**src/rtl/centroid_track_ctrl.sv**
```systemverilog
// Frame-level tracking controller between the centroid unit and the visualiser:
// counts mask pixels, samples the centroid once per frame in vblank, smooths and gates the overlay.
module centroid_track_ctrl #(
  parameter int unsigned SAMPLE_DELAY = 16,
  parameter int unsigned MIN_AREA     = 32,
  parameter int unsigned MAX_MISS     = 4,
  parameter int unsigned ALPHA_SHIFT  = 1,
  parameter int unsigned AREA_W       = 22
) (
  input  logic              clk,
  input  logic              rst,
  input  logic              de,
  input  logic              vsync,
  input  logic              mask,
  input  logic [10:0]       x_in,
  input  logic [10:0]       y_in,
  output logic [10:0]       x_out,
  output logic [10:0]       y_out,
  output logic              vis_en,
  output logic              track_valid,
  output logic [AREA_W-1:0] area,
  output logic              frame_tick
);

  localparam int unsigned COORD_W = 11;
  localparam int unsigned DLY_W   = (SAMPLE_DELAY < 2) ? 1 : $clog2(SAMPLE_DELAY + 1);
  localparam int unsigned MISS_W  = (MAX_MISS < 2) ? 1 : $clog2(MAX_MISS + 1);

  typedef enum logic [1:0] {
    IDLE        = 2'd0,
    ACQUIRE     = 2'd1,
    WAIT_SAMPLE = 2'd2,
    DECIDE      = 2'd3
  } state_t;

  state_t                   state;
  logic                     vsync_d;
  logic                     vs_rise;
  logic                     vs_fall;
  logic                     pix_hit;
  logic [AREA_W-1:0]        pix_cnt;
  logic [AREA_W-1:0]        pix_cnt_inc;
  logic [AREA_W-1:0]        area_snap;
  logic [DLY_W-1:0]         dly_cnt;
  logic [MISS_W-1:0]        miss_cnt;
  logic [MISS_W-1:0]        miss_inc;
  logic                     area_ok;
  logic signed [COORD_W:0]  dx;
  logic signed [COORD_W:0]  dy;
  logic [COORD_W-1:0]       x_smooth;
  logic [COORD_W-1:0]       y_smooth;

  // Frame edges, saturating pixel count, miss counter and the smoothing step.
  always_comb begin
    vs_rise     = vsync & ~vsync_d;
    vs_fall     = ~vsync & vsync_d;
    pix_hit     = de & mask;
    pix_cnt_inc = (pix_hit && !(&pix_cnt)) ? pix_cnt + AREA_W'(1) : pix_cnt;
    miss_inc    = (32'(miss_cnt) >= MAX_MISS) ? MISS_W'(MAX_MISS) : miss_cnt + MISS_W'(1);
    area_ok     = (area_snap >= AREA_W'(MIN_AREA));
    dx          = $signed({1'b0, x_in}) - $signed({1'b0, x_out});
    dy          = $signed({1'b0, y_in}) - $signed({1'b0, y_out});
    // Step lies between the two operands, so the 11-bit sum cannot wrap.
    x_smooth    = x_out + COORD_W'(dx >>> ALPHA_SHIFT);
    y_smooth    = y_out + COORD_W'(dy >>> ALPHA_SHIFT);
  end

  always_ff @(posedge clk) begin
    if (rst) begin
      state       <= IDLE;
      vsync_d     <= 1'b0;
      pix_cnt     <= '0;
      area_snap   <= '0;
      dly_cnt     <= '0;
      miss_cnt    <= '0;
      x_out       <= '0;
      y_out       <= '0;
      vis_en      <= 1'b0;
      track_valid <= 1'b0;
      area        <= '0;
      frame_tick  <= 1'b0;
    end else begin
      vsync_d    <= vsync;
      frame_tick <= 1'b0;

      // The counter snapshots and restarts on every frame edge, whatever the FSM state.
      if (vs_rise) begin
        area_snap <= pix_cnt_inc;
        pix_cnt   <= AREA_W'(pix_hit);
      end else begin
        pix_cnt   <= pix_cnt_inc;
      end

      unique case (state)
        IDLE: begin
          if (vs_rise) state <= ACQUIRE;
        end
        ACQUIRE: begin
          if (vs_rise) begin
            state   <= WAIT_SAMPLE;
            dly_cnt <= DLY_W'(SAMPLE_DELAY);
          end
        end
        WAIT_SAMPLE: begin
          if (dly_cnt != '0) dly_cnt <= dly_cnt - DLY_W'(1);
          if ((dly_cnt <= DLY_W'(1)) || vs_fall) state <= DECIDE;
        end
        DECIDE: begin
          state      <= ACQUIRE;
          area       <= area_snap;
          frame_tick <= 1'b1;
          if (area_ok) begin
            miss_cnt    <= '0;
            track_valid <= 1'b1;
            vis_en      <= 1'b1;
            if (!track_valid) begin
              x_out <= x_in;
              y_out <= y_in;
            end else begin
              x_out <= x_smooth;
              y_out <= y_smooth;
            end
          end else begin
            miss_cnt <= miss_inc;
            if (miss_inc == MISS_W'(MAX_MISS)) begin
              track_valid <= 1'b0;
              vis_en      <= 1'b0;
            end
          end
        end
        default: state <= IDLE;
      endcase
    end
  end

endmodule

```
**config.mk**
```make
export PLATFORM = sky130hd
export DESIGN_NAME = centroid_track_ctrl
export DESIGN_NICKNAME = d
export VERILOG_FILES = /design/src/rtl/centroid_track_ctrl.sv
export SDC_FILE = /design/constraint.sdc
export NUM_CORES = 1
export LEC_CHECK = 0
export CORE_ASPECT_RATIO = 0.8
export CORE_MARGIN = 2
export CORE_UTILIZATION = 51
export DETAILED_ROUTE_END_ITERATION = 16
export GPL_TIMING_DRIVEN = 0
export PLACE_DENSITY = 0.8
export SLEW_MARGIN = 25
export SYNTH_ARGS = -nofsm -noshare
export SYNTH_HDL_FRONTEND = slang
export SYNTH_SLANG_ARGS = --single-unit
```
**constraint.sdc**
```tcl
create_clock -name clk -period 3.9 [get_ports clk]
set_input_delay 0.975 -clock clk [delete_from_list [all_inputs] [get_ports clk]]
set_output_delay 0.975 -clock clk [all_outputs]
set_load 0.1 [all_outputs]
```
==> results.yml <==
run_status:
  status: "finished clean"
worst_setup_path:
  crit_type: "in -> reg"
  cp.arrival_ns: 4.04
  end_kind: "register"
  cp.required_ns: 4.11
  reg2reg_depth: 17
  crit_fanout: 3
  critPathLaunchType: "input port"
timing:
  clock_skew_ns: 0.007474
  fin_crit_sh_pct: 98.37
  hold_viol_final: 0
  slew_headroom_pct: 33.98
  worstMarginPinSlew_ns: 0.9871
  finalSetupViolCount: 0
  whs_ns: 0.4627
  setup_ws_ns: 0.06342
  report.final.slew_viol_count: 0
  period_minus_slack_ns: 3.837
  max_freq_mhz: 260.6
layout:
  instances_no_fill: 945
  drive_gt1_share_pct: 11.67
  antenna_cells: 0
  fin_util_pct: 65.91
  multiInputGateArea_sq_um: 3980
  syn2layout_area_growth_pct: 26.52
  fill_cells: 884
  final-seq-area_sq_um: 2024
  final_nets: 880
routing:
  drc: 0
  via_count: 5341
  wl_per_cell_microns: 16.74
  viasPerCell: 5.652
  routed_wl_microns: 15820
  ant_nets: 0
  top_layer_used: "met4"
  drtIter0Drc: 337
  wl_met3_microns: 950
  first_pass_iters: 5
  wl_met2_microns: 7410
  wl_met1_microns: 7149
grt:
  track_usage_pct: 24.66
  grt_pass1_wl_microns: 25370
  grt_max_degree: 18
  first_global_vias: 5234
  grt_antenna_before_repair: 0
  overflow: 0
placed_design:
  place_hpwl_microns: 11470
  place_ws_ns: -0.7952
  place.gp.congestion: 0.9086
  io_buffer_count: 73
  place_inst: 912
yosys:
  synth_top_family_by_area: "simple AND/OR/NAND/NOR gates"
  synth.distinct_cells: 62
  synth.cell_area_sq_um: 5977
  synth_edf_count: 0
  synth_warnings: 0
  synthMuxAreaShare_pct: 6.385
  synth.net_count: 779
  synthXorXnorAreaFrac_pct: 7.766
  syn_inst: 691
  synth_compound_gate_area_share_pct: 16.68
  ys_seq_area_share_pct: 33.83
  yosys.area_share.adder_pct: 13.27
  synth-simple-area-share_pct: 17.96
  ys.flop_type: "dfxtp_1"
  ys_ff_latch: 101
  synth_area_per_cell_sq_um: 8.650
  synthArstFlopShare_pct: 0
floorplanning:
  initial_core_util_pct: 52.09
  core_sq_um: 11470
  chipHeight_microns: 100.8
  die_x_microns: 125.0
  ios: 74
  row_count: 35
  dieArea_sq_um: 12610
clock_tree:
  cts_buffer_depth: 2
  clkSinkCount: 101
  clk_pin_slew_worst_paths_ns: 0.06
  h-tree-depth: 3
  cts_hold_buf: 0
  clk_latency_ns: 0.35
  numCtsBuffers: 9
  cts_root_buf: "clkbuf_16"
  cts_tree: "built"
job:
  drv_cap: 0
power_and_ir_drop:
  p_leak_nw: 2.810
  powerDensity_nw_per_um2: 323.9
  finalPower_mw: 2.449
  vdd_ir_drop_max_v: 0.0002510
hold_path:
  hold_path_class: "reg -> reg"
  hold_depth: 2
==> final cells by class <==
cell class | instances | share of cell area [%]
buffer | 26 | 1.456
clock buffer | 10 | 3.028
tap | 148 | 2.449
clock inverter | 6 | 0.6122
sequential | 101 | 26.77
inverter | 36 | 1.787
multi-input combinational | 528 | 52.63
timing repair buffer | 90 | 11.27
==> what timing repair did <==
item                       in CTS  in global routing
pin swaps                      31                 28
gates resized for setup        35                 23
setup endpoints to repair       5                  3
setup buffers                  12                  5
==> per-layer routing <==
metal,global-route usage (%),up-vias
met5,0,-
met4,8.291,0
met3,5.202,32
met2,41.51,175
met1,31.87,2512
li1,-,2622
==> synth_stat cells (4+ instances only) <==
cell	number	area share (%)
o21ai_1	12	1.0
nand3b_1	4	0.50
mux2i_1	37	6.2
a211o_1	5	0.73
o211ai_1	7	0.88
a21oi_1	33	2.8
nand2b_1	5	0.52
nor4_1	6	0.63
clkbuf_1	20	1.3
a211oi_1	16	2.0
nand3_1	20	1.7
nand4_1	6	0.63
fa_1	4	1.3
o21ai_0	26	2.2
dfxtp_1	101	34
xor2_1	18	2.6
nor2_1	95	6.0
o21a_1	5	0.63
xnor2_1	35	5.1
a31oi_1	6	0.63
nor2b_1	8	0.84
nor3_1	8	0.67
nand2_1	48	3.0
a31o_2	4	0.59
ha_1	57	12
a21o_1	17	2.1
inv_1	36	2.3
and3_1	5	0.52
==> final timing paths <==
check / start / end / slack (ns)
max: x_in[0] / x_out[10] / 0.06
min: area_snap[3] / area_snap[3] / 0.46
min reg2reg: area_snap[3] / area_snap[3] / 0.46
max reg2reg: x_out[0] / x_out[10] / 0.40
==> critical path: stages <==
cell and delay, ns:
clkbuf_2 0.09, nand2b_4 0.14, fa_2 0.35, a21o_1 0.17
a21oi_2 0.18, o21ai_2 0.08, or4_4 0.57, nand2_4 0.10
xnor2_4 0.08, ha_4 0.18, buf_4 0.13, nor2_2 0.11
a21oi_2 0.07, a31o_2 0.24, a21oi_2 0.14, xnor2_1 0.14
xnor2_1 0.16, o22ai_1 0.11
==> per-stage QoR <==
stage,instance area (sq um),TNS [ns]
final,7562,0
after global routing,7562,-0.06847
after CTS,7412,0
after detailed placement,6895,-3.959
after global placement,6895,-2.987
after floorplan,5979,-0.02838
==> placed cells by master (no fill, tap or decap), drive strengths merged, types with 5 or more instances in the layout <==
cell type      count
inv               38
nor2              96
buf               23
o21a               5
a21o              17
xor2              18
clkbuf            33
clkdlybuf4s50     64
nor4               7
nand4              7
dfxtp            101
nor3               9
a211o              5
a211oi            16
a31oi              6
a21oi             35
nor2b              8
ha                57
o211ai             7
and3               6
xnor2             35
nand2             48
mux2i             37
o21ai             39
nand2b             6
nand3             20
==> sequential cells by signal (all words and copies together), names as in the netlist <==
name,flops
area,22
state,2
x_out,11
pix_cnt,22
dly_cnt,5
frame_tick,1
vsync_d,1
y_out,11
area_snap,22
miss_cnt,3
track_valid,1
==> where the power goes <==
group / internal (mW) / leakage (nW) / switching [mW]
Combinational: 0.229 / 1.86 / 0.298
Clock: 0.437 / 0.129 / 0.398
Sequential: 1.06 / 0.816 / 0.0280
Total: 1.73 / 2.81 / 0.723
==> kinds of logic (layout without fill, tap and decap cells) <==
group                    Yosys count  after routing
XOR/XNOR                          53             53
AO/OA/AOI/OAI                    152            152
adder cells (fa/ha/maj)           61             61
buffers and inverters             62            168
AND/OR/NAND/NOR                  224            224
multiplexers                      38             38
flip-flops                       101            101
No activity file was read; power rests on OpenSTA's default activity.
